$ cat src/rtl/mdio_master.sv
`default_nettype none
// ============================================================================
//  Module      : mdio_master
//  Description : Memory-mapped IEEE 802.3 clause-22 MDIO management master.
//                A CMD register write launches one read or write frame
//                (preamble, ST/op/phyad/regad, turnaround, 16 data bits, one
//                idle bit). The STATUS, CTRL and CLEAR registers report
//                completion, read data and errors.
//  Revision    : 1.0 - initial release
// ----------------------------------------------------------------------------
//  Parameters
//    CLK_DIV        MDC half-period in msoc_clk cycles (3..255)
//  Ports
//    msoc_clk       clock, all logic on rising edge
//    rst            asynchronous active-high reset
//    core_lsu_addr  word address, bits [3:2] select the register
//    core_lsu_wdata write data
//    we_d           write strobe, qualified by mdio_sel
//    mdio_sel       block select
//    mdio_rdata     combinational read data for core_lsu_addr
//    o_edutmdc      MDC
//    o_edutmdio     MDIO drive value
//    oe_edutmdio    MDIO output enable
//    i_edutmdio     MDIO pad input (asynchronous)
//    mdio_irq       completion interrupt, level (done & irq_en)
//  Build option
//    MDIO_PRE_SUPPRESS_EN  adds CTRL[1] pre_sup: skip the 32-bit preamble
// ============================================================================
module mdio_master #(
    parameter int CLK_DIV = 10
) (
    input  logic        msoc_clk,
    input  logic        rst,
    input  logic [3:0]  core_lsu_addr,
    input  logic [31:0] core_lsu_wdata,
    input  logic        we_d,
    input  logic        mdio_sel,
    output logic [31:0] mdio_rdata,
    output logic        o_edutmdc,
    output logic        o_edutmdio,
    output logic        oe_edutmdio,
    input  logic        i_edutmdio,
    output logic        mdio_irq
);

    localparam int               CNT_W        = $clog2(2 * CLK_DIV);
    localparam logic [CNT_W-1:0] C_HALF_LAST  = CNT_W'(CLK_DIV - 1);
    localparam logic [CNT_W-1:0] C_HALF_FIRST = CNT_W'(CLK_DIV);
    localparam logic [CNT_W-1:0] C_BIT_LAST   = CNT_W'(2 * CLK_DIV - 1);

    typedef enum logic [2:0] {
        S_IDLE = 3'd0,
        S_PRE  = 3'd1,
        S_CMD  = 3'd2,
        S_TA   = 3'd3,
        S_DATA = 3'd4,
        S_FIN  = 3'd5
    } state_t;

    state_t           r_state, w_state_nxt;
    logic [CNT_W-1:0] r_cnt, w_cnt_nxt;
    logic [4:0]       r_bits, w_bits_nxt, w_bits_last;
    logic [31:0]      r_tx, w_tx_nxt;
    logic             r_rd, w_rd_nxt;
    logic             r_mdc, r_mdo, r_oe;
    logic             w_mdc_nxt, w_mdo_nxt, w_drive_nxt;
    logic             r_sync1, r_sync2;
    logic [15:0]      r_rdata;
    logic             r_done, r_rd_err, r_dropped, r_irq_en;
    logic             w_pre_sup;
    logic             w_wr, w_cmd_wr, w_legal, w_busy, w_accept, w_drop;
    logic             w_ctrl_wr, w_clear, w_bit_end, w_sample, w_fin_end;
    logic [1:0]       w_word, w_op;
    logic             w_unused_ok;

    assign w_unused_ok = ^{core_lsu_addr[1:0], core_lsu_wdata[31:28]};

    // ------------------------------------------------------------------
    // Register decode
    // ------------------------------------------------------------------
    assign w_wr      = mdio_sel & we_d;
    assign w_word    = core_lsu_addr[3:2];
    assign w_op      = core_lsu_wdata[27:26];
    assign w_legal   = (w_op == 2'b01) || (w_op == 2'b10);
    assign w_busy    = (r_state != S_IDLE);
    assign w_cmd_wr  = w_wr && (w_word == 2'd0) && w_legal;
    assign w_accept  = w_cmd_wr && !w_busy;
    assign w_drop    = w_cmd_wr && w_busy;
    assign w_ctrl_wr = w_wr && (w_word == 2'd2);
    assign w_clear   = w_wr && (w_word == 2'd3);

    // Bit timing: r_cnt runs 0..2*CLK_DIV-1 per bit; the first half is MDC low.
    assign w_bit_end = w_busy && (r_cnt == C_BIT_LAST);
    assign w_sample  = w_busy && r_rd && (r_cnt == C_HALF_LAST);
    assign w_fin_end = w_bit_end && (r_state == S_FIN);

`ifdef MDIO_PRE_SUPPRESS_EN
    logic r_pre_sup;
    always_ff @(posedge msoc_clk or posedge rst) begin
        if (rst) begin
            r_pre_sup <= 1'b0;
        end else if (w_ctrl_wr) begin
            r_pre_sup <= core_lsu_wdata[1];
        end
    end
    assign w_pre_sup = r_pre_sup;
`else
    assign w_pre_sup = 1'b0;
`endif

    // ------------------------------------------------------------------
    // Frame sequencer: next state and next pin values
    // ------------------------------------------------------------------
    always_comb begin
        w_state_nxt = r_state;
        w_bits_nxt  = r_bits;
        case (r_state)
            S_PRE:   w_bits_last = 5'd31;
            S_CMD:   w_bits_last = 5'd13;
            S_TA:    w_bits_last = 5'd1;
            S_DATA:  w_bits_last = 5'd15;
            default: w_bits_last = 5'd0;
        endcase

        if (r_state == S_IDLE) begin
            w_bits_nxt = 5'd0;
            if (w_accept) begin
                w_state_nxt = w_pre_sup ? S_CMD : S_PRE;
            end
        end else if (w_bit_end) begin
            if (r_bits == w_bits_last) begin
                w_bits_nxt = 5'd0;
                case (r_state)
                    S_PRE:   w_state_nxt = S_CMD;
                    S_CMD:   w_state_nxt = S_TA;
                    S_TA:    w_state_nxt = S_DATA;
                    S_DATA:  w_state_nxt = S_FIN;
                    default: w_state_nxt = S_IDLE;
                endcase
            end else begin
                w_bits_nxt = r_bits + 5'd1;
            end
        end

        w_cnt_nxt = (!w_busy || w_bit_end) ? '0 : r_cnt + CNT_W'(1);
        w_rd_nxt  = w_accept ? (w_op == 2'b10) : r_rd;

        // r_tx holds ST, op, phyad, regad, TA(10), wdata; its MSB is the bit
        // currently on the wire once the preamble is over.
        w_tx_nxt = r_tx;
        if (w_accept) begin
            w_tx_nxt = {2'b01, core_lsu_wdata[27:16], 2'b10, core_lsu_wdata[15:0]};
        end else if (w_bit_end && (r_state == S_CMD || r_state == S_TA || r_state == S_DATA)) begin
            w_tx_nxt = {r_tx[30:0], 1'b0};
        end

        // Pins are registered from next-state values so they change exactly
        // on the first cycle of a bit (first cycle of the MDC-low half).
        w_drive_nxt = (w_state_nxt == S_PRE) || (w_state_nxt == S_CMD) ||
                      (!w_rd_nxt && (w_state_nxt == S_TA || w_state_nxt == S_DATA));
        w_mdo_nxt   = (w_state_nxt == S_PRE) ? 1'b1 : (w_drive_nxt & w_tx_nxt[31]);
        w_mdc_nxt   = (w_state_nxt != S_IDLE) && (w_cnt_nxt >= C_HALF_FIRST);
    end

    always_ff @(posedge msoc_clk or posedge rst) begin
        if (rst) begin
            r_state <= S_IDLE;
        end else begin
            r_state <= w_state_nxt;
        end
    end

    // ------------------------------------------------------------------
    // Datapath, pins and status
    // ------------------------------------------------------------------
    always_ff @(posedge msoc_clk or posedge rst) begin
        if (rst) begin
            r_cnt     <= '0;
            r_bits    <= 5'd0;
            r_tx      <= 32'd0;
            r_rd      <= 1'b0;
            r_mdc     <= 1'b0;
            r_mdo     <= 1'b0;
            r_oe      <= 1'b0;
            r_sync1   <= 1'b0;
            r_sync2   <= 1'b0;
            r_rdata   <= 16'd0;
            r_done    <= 1'b0;
            r_rd_err  <= 1'b0;
            r_dropped <= 1'b0;
            r_irq_en  <= 1'b0;
        end else begin
            r_cnt   <= w_cnt_nxt;
            r_bits  <= w_bits_nxt;
            r_tx    <= w_tx_nxt;
            r_rd    <= w_rd_nxt;
            r_mdc   <= w_mdc_nxt;
            r_mdo   <= w_mdo_nxt;
            r_oe    <= w_drive_nxt;
            r_sync1 <= i_edutmdio;
            r_sync2 <= r_sync1;

            // A PHY answering drives 0 in the second turnaround bit.
            if (w_sample && (r_state == S_TA) && (r_bits == 5'd1)) begin
                r_rd_err <= r_sync2;
            end else if (w_accept) begin
                r_rd_err <= 1'b0;
            end

            if (w_sample && (r_state == S_DATA)) begin
                r_rdata <= {r_rdata[14:0], r_sync2};
            end

            // Completion wins over a simultaneous CLEAR.
            if (w_fin_end) begin
                r_done <= 1'b1;
            end else if (w_clear) begin
                r_done <= 1'b0;
            end

            if (w_accept) begin
                r_dropped <= 1'b0;
            end else if (w_drop) begin
                r_dropped <= 1'b1;
            end else if (w_clear) begin
                r_dropped <= 1'b0;
            end

            if (w_ctrl_wr) begin
                r_irq_en <= core_lsu_wdata[0];
            end
        end
    end

    always_comb begin
        mdio_rdata = 32'd0;
        case (w_word)
            2'd1:    mdio_rdata = {w_busy, r_done, r_rd_err, r_dropped, 12'd0, r_rdata};
            2'd2:    mdio_rdata = {30'd0, w_pre_sup, r_irq_en};
            default: mdio_rdata = 32'd0;
        endcase
    end

    assign o_edutmdc   = r_mdc;
    assign o_edutmdio  = r_mdo;
    assign oe_edutmdio = r_oe;
    assign mdio_irq    = r_done & r_irq_en;

endmodule
`default_nettype wire

$ cat config.mk
export PLATFORM = sky130hd
export DESIGN_NAME = mdio_master
export DESIGN_NICKNAME = d
export VERILOG_FILES = /design/src/rtl/mdio_master.sv
export SDC_FILE = /design/constraint.sdc
export NUM_CORES = 1
export LEC_CHECK = 0
export BUFFER_PORTS_ARGS = -buffer_cell sky130_fd_sc_hd__buf_4
export CORE_ASPECT_RATIO = 2
export CORE_MARGIN = 4
export CORE_UTILIZATION = 25
export CTS_CLUSTER_DIAMETER = 100
export DETAILED_ROUTE_END_ITERATION = 10
export PLACE_DENSITY = 0.47
export SYNTH_ARGS = -nofsm -noshare
export SYNTH_HDL_FRONTEND = slang
export SYNTH_SLANG_ARGS = --single-unit
export TNS_END_PERCENT = 5
$ cat constraint.sdc
create_clock -name msoc_clk -period 2.36 [get_ports msoc_clk]
set_input_delay 0.472 -clock msoc_clk [delete_from_list [all_inputs] [get_ports msoc_clk]]
set_output_delay 0.472 -clock msoc_clk [all_outputs]
set_load 0.01 [all_outputs]
* Yosys cells after proc, flatten, opt, wreduce, memory -nomap -nowiden
Cells that the tools add are included.
W data, S select, Z words.
** Word-level totals
- Flip-flop bits (word level) :: 71
- Word-level logic and storage cells :: 95
- Output and inout bits :: 36
- Input bits :: 41
** Cells by class
- Bitwise operators :: 3
- $add $sub $neg :: 2
- Mux-type cells :: 21
- Eq/ne operators :: 18
- Magnitude comparators :: 1
- Reductions and logical operators :: 34
** Operators with widths (count)
- $mux W32 :: 2
- $pmux W32 S2 :: 1
- $mux W5 :: 4
- $pmux W5 S4 :: 1
- $logic_and A1 B1 Y1 :: 16
- $eq A3 B2 Y1 const B :: 4
- $mux W3 :: 4
- $pmux W3 S4 :: 1
- $add A5 B1 Y5 const B :: 2
- $eq A3 B3 Y1 const B :: 3
- $reduce_bool A3 Y1 :: 3
- $mux W1 :: 8
- $reduce_bool A2 Y1 :: 4
- $logic_or A1 B1 Y1 :: 7
- $eq A2 B2 Y1 const B :: 3
- $eq A3 B1 Y1 const B :: 2
- $eq A5 B1 Y1 const B :: 1
- $eq A5 B4 Y1 const B :: 1
- $eq A5 B5 Y1 :: 1
- $eq A5 B5 Y1 const B :: 1
- $ge A5 B4 Y1 const B :: 1
- $eq A2 B1 Y1 const B :: 2
- $and A1 B1 Y1 :: 3
- $logic_not A3 Y1 :: 1
- 2 further kinds :: 3

* Longest topological paths before layout
- Word-level depth :: 12
- Mapped depth :: 9
- Mapped depth without buffers :: 9

* Worst setup path after synthesis
OpenSTA, ideal clock, no wires.
- Path kind :: input -> register
- From :: in core_lsu_wdata[26]
- To :: reg r_mdo (netlist: o_edutmdio)
- Data arrival time :: 2227 ps
- Slack :: 67 ps
- Data required time :: 2295 ps
- Buffers on the path :: 0
- Library setup time :: 65 ps
- Stages on the path :: 9
- Cells stage by stage :: inv_1 ha_1 nor2b_1 nand3_1 nor2_1 mux2_2 or2_2 o221ai_2 a22o_1
** Between the ends
- Elaborated cells on any way between the ends :: 20
- Classes of those cells :: eq/ne (6); mux (5); bitwise (1); reduce/logical (8)
** RTL lines
- start: declaration :: RTL line 35 : input logic [31:0] core_lsu_wdata,
- $eq A2 B1 Y1 / $eq A2 B2 Y1 (equally long branches) :: RTL line 84, 146
- $logic_or A1 B1 Y1 :: RTL line 84 : assign w_legal = (w_op == 2'b01) || (w_op == 2'b10);
- $logic_and A1 B1 Y1 :: RTL line 86 : assign w_cmd_wr = w_wr && (w_word == 2'd0) && w_legal;
- $logic_and A1 B1 Y1 :: RTL line 87 : assign w_accept = w_cmd_wr && !w_busy;
- $mux W1 (*) :: RTL line 146 : w_rd_nxt = w_accept ? (w_op == 2'b10) : r_rd;
- net w_rd_nxt :: RTL line 64 : logic r_rd, w_rd_nxt;
- $logic_not A1 Y1 (*) :: RTL line 160 : (!w_rd_nxt && (w_state_nxt == S_TA || w_state_nxt == S_DATA));
- $logic_and A1 B1 Y1 (*) :: RTL line 160
- $logic_or A1 B1 Y1 (*) :: RTL line 159 : w_drive_nxt = (w_state_nxt == S_PRE) || (w_state_nxt == S_CMD) ||
- $and A1 B1 Y1 (*) :: RTL line 161 : w_mdo_nxt = (w_state_nxt == S_PRE) ? 1'b1 : (w_drive_nxt & w_tx_nxt[31]);
- $mux W1 (*) :: RTL line 161
- net w_mdo_nxt :: RTL line 66 : logic w_mdc_nxt, w_mdo_nxt, w_drive_nxt;
- end signal: assignment :: RTL line 198 : r_mdo <= w_mdo_nxt;
- end: declaration :: RTL line 65 : logic r_mdc, r_mdo, r_oe;
Mark *: on every way through the listed nets, which the timed path passes. The rest lies on a longest branch.
A chain may end at the register's enable or synchronous reset.

* Worst setup path in the final report
- From :: reg r_state[2]
- To :: out mdio_rdata[31]
** Between the ends
- Longest elaborated chain between the ends :: 2
** RTL lines
- start: declaration :: RTL line 60 : state_t r_state, w_state_nxt;
- start signal: assignment :: RTL line 169 : r_state <= w_state_nxt;
- $reduce_bool A3 Y1 :: RTL line 85 : assign w_busy = (r_state != S_IDLE);
- $pmux W32 S2 :: RTL line 237 : case (w_word)
- end: declaration :: RTL line 38 : output logic [31:0] mdio_rdata,
No other way between the ends.

==> insert_results.sql <==
INSERT INTO impl_metrics (metric_group, metric, value, unit) VALUES
('outcome', 'status', 'finished, final reports clean', ''),
('min_path', 'worst_min_delay_path_class', 'input pin to async pin', ''),
('worst_setup_path', 'required', '1890', 'ps'),
('logic_synthesis', 'synth-seq-area-share', '0.4948', ''),
('global_routing', 'grt_first_pass_wirelength', '14370', 'um'),
('placement', 'cell_area_after_placement', '4379', 'um^2'),
('worst_setup_path', 'worst-path-max-fanout', '8', ''),
('route', 'm1WireLength', '3185', 'um'),
('clocking', 'clk_transition_reported_paths', '60', 'ps'),
('route', 'route.detailed.wl_per_inst', '13.95', 'um'),
('route', 'drcViolationCount', '0', ''),
('timing', 'finalCritPeriodShare', '0.9724', ''),
('floorplan', 'fp.coreArea', '13970', 'um^2'),
('worst_setup_path', 'worst_r2r_start', 'r_state[2]', ''),
('floorplan', 'die_width', '92.75', 'um'),
('final_layout', 'n_fill_cell', '1427', ''),
('timing', 'worst_pin_slew', '825.3', 'ps'),
('clocking', 'cts_hold_repair.buffers', '0', ''),
('logic_synthesis', 'syn-cell-area', '3591', 'um^2'),
('clocking', 'clock_sink_count', '71', ''),
('final_layout', 'final_layout_size_suffix_gt1_frac', '0.3184', ''),
('floorplan', 'dieArea', '16460', 'um^2'),
('worst_setup_path', 'crit_type', 'register to output pin', ''),
('power_and_ir_drop', 'leakage', '0.002332', 'uW'),
('placement', 'portBuffers', '58', ''),
('logic_synthesis', 'synth.ff_latch_count', '71', ''),
('route', 'wl_met2', '5144', 'um'),
('logic_synthesis', 'async_sr_flop_fraction', '1.000', ''),
('placement', 'place_ws', '-76.06', 'ps'),
('timing', 'clock.fmax', '435.8', 'MHz'),
('floorplan', 'die-height', '177.5', 'um'),
('timing', 'maxSlewViolCount', '0', ''),
('floorplan', 'initial_core_util', '0.2571', ''),
('clocking', 'tritoncts_clock_tree', 'yes', ''),
('logic_synthesis', 'syn_inst', '360', ''),
('route', 'vias', '2826', ''),
('clocking', 'worstSkewPairLatency', '330', 'ps'),
('logic_synthesis', 'synthesis.yosys.warnings', '0', ''),
('worst_setup_path', 'timing.critical_path.slowest_cell_delay', '430', 'ps'),
('final_layout', 'antennaDiodeCount', '0', ''),
('floorplan', 'io-pin-count', '77', ''),
('timing', 'max_slew_margin', '0.4478', ''),
('route', 'post_dr_vias_cell', '4.450', ''),
('placement', 'dp_cells', '617', ''),
('placement', 'routabilityCongestion', '0.7574', ''),
('clocking', 'h-tree-depth', '3', ''),
('run', 'max-cap-violations', '0', ''),
('logic_synthesis', 'syn_avg_cell_area', '9.975', 'um^2'),
('worst_setup_path', 'cp-start-kind', 'register', ''),
('worst_setup_path', 'critical_path_arrival', '1820', 'ps'),
('route', 'postRouteAntennaNets', '0', ''),
('clocking', 'cts_made_buffers', '9', ''),
('final_layout', 'non_filler_cells_in_the_finished_layout', '635', ''),
('power_and_ir_drop', 'worst_supply_voltage_drop_on_vdd', '0.0004881', 'V'),
('route', 'route.met3.wl', '381', 'um'),
('timing', 'rsz0062_at_grt', 'true', ''),
('worst_setup_path', 'worstPathCellList', 'buf_4 > or3_4 > buf_4 > and3_1 > buf_4', ''),
('global_routing', 'first_global_vias', '2932', ''),
('timing', 'finalHoldViolations', '0', ''),
('global_routing', 'track_usage', '0.1119', ''),
('clocking', 'ctsLongestPathBuffers', '2', ''),
('final_layout', 'layout.area.seq', '1779', 'um^2'),
('timing', 'final.setup_skew', '6.094', 'ps'),
('worst_setup_path', 'end_kind', 'output pin', ''),
('route', 'drt_pre_antenna_iters', '4', ''),
('timing', 'layout_setup_ws', '65.15', 'ps'),
('timing', 'finalSetupViolCount', '0', ''),
('logic_synthesis', 'synth-main-ff-cell', 'sky130_fd_sc_hd__dfrtp_1', ''),
('final_layout', 'areaGrowthSynthToFinish', '31.71', '%'),
('timing', 'finalWorstPathRequiredPeriod', '2295', 'ps'),
('final_layout', 'layout.cell_area.non_filler', '4730', 'um^2');
==> placed cells by master (no fill, tap or decap), types with 6 or more instances in the layout <==
cell type                   instances
sky130_fd_sc_hd__nand3_1            7
sky130_fd_sc_hd__dfrtp_1           69
sky130_fd_sc_hd__conb_1            12
sky130_fd_sc_hd__nor2_1            19
sky130_fd_sc_hd__a22oi_1           28
sky130_fd_sc_hd__ha_1               9
sky130_fd_sc_hd__o21ai_0           14
sky130_fd_sc_hd__nand2_1           70
sky130_fd_sc_hd__inv_1              9
sky130_fd_sc_hd__nand2b_1           6
sky130_fd_sc_hd__and2_1            19
sky130_fd_sc_hd__mux2_2            19
sky130_fd_sc_hd__clkbuf_16          9
sky130_fd_sc_hd__buf_4             86
==> worst paths after layout <==
kind / endpoint / slack [ps] / cells after the start
worst max-delay path: mdio_rdata[31] / 70 / 5
worst min-delay path: r_rdata[5] / 210 / 2
worst max register to register: o_edutmdio / 70 / 7
worst min register to register: r_sync2 / 360 / 0
max in group asynchronous: r_state[1] / 1520 / 3
min in group msoc_clk: r_sync1 / 250 / 1
==> timing repair <==
action,in CTS,in global routing
pin swaps,0,4
setup buffers,0,2
gates resized for setup,2,5
setup endpoints to repair,2,4
endpoints found under the hold margin,0,0
==> critical path: cells and delay by family, from the launching register on <==
kind          cells  cell delay, ps
simple gates      2             580
buf+inv           3             480
flops             1             430
==> cell usage after synthesis, drive strengths merged (9+ instances only) <==
cell    instances  area (um^2)
buf            19        132.6
inv            10        37.54
mux2           21        240.2
o21ai          14        70.07
a22oi          29        217.7
nor2           20        75.07
nand2          71        269.0
ha              9        112.6
clkbuf         11        41.29
and2           19        118.9
dfrtp          71         1777
==> metal layers <==
layer	up-vias	GRT usage
met5	-	0
met4	0	0.04404
met3	8	0.02588
met2	60	0.2195
met1	1381	0.1102
li1	1377	-
==> state kept, by name, summed over array words and instances, names as in the netlist, 3 cells and up <==
register	cells
r_tx	32
r_rdata	16
r_state	3
r_bits	5
r_cnt	5
==> cell families (layout without fill, tap and decap cells) <==
family,count (synthesis),count (layout),synth area share
flip-flops,71,71,0.4948
buffers and inverters,40,115,0.05888
multiplexers,24,24,0.07526
AND/OR/NAND/NOR,146,146,0.1969
other,1,12,0.001044
XOR/XNOR,4,4,0.009758
AO/OA/AOI/OAI,65,65,0.1321
adder cells (fa/ha/maj),9,9,0.03136
==> through the flow <==
step / utilization / hold slack (ps)
3_3_place_gp: 0.3135 / 348.0
5_1_grt: 0.3386 / 236.7
6_report: 0.3386 / 206.6
4_1_cts: 0.3361 / 215.7
2_1_floorplan: - / 331.2
3_5_place_dp: 0.3135 / 349.0
==> final cells by class <==
type                            count  share of cell area
Tap cell                          189             0.05000
Timing Repair Buffer               89              0.1474
Clock inverter                      5             0.01190
Sequential cell                    71              0.3762
Inverter                           10            0.007937
Clock buffer                       11             0.05344
Multi-Input combinational cell    260              0.3532
==> where the power goes <==
group	switching [uW]	total (uW)	leakage [uW]	internal, uW
registers	152	1590	0.000920	1440
logic	308	607	0.00126	299
clock network	513	1390	0.000152	873
total	974	3590	0.00233	2610
(Power assumes the default switching activity.)
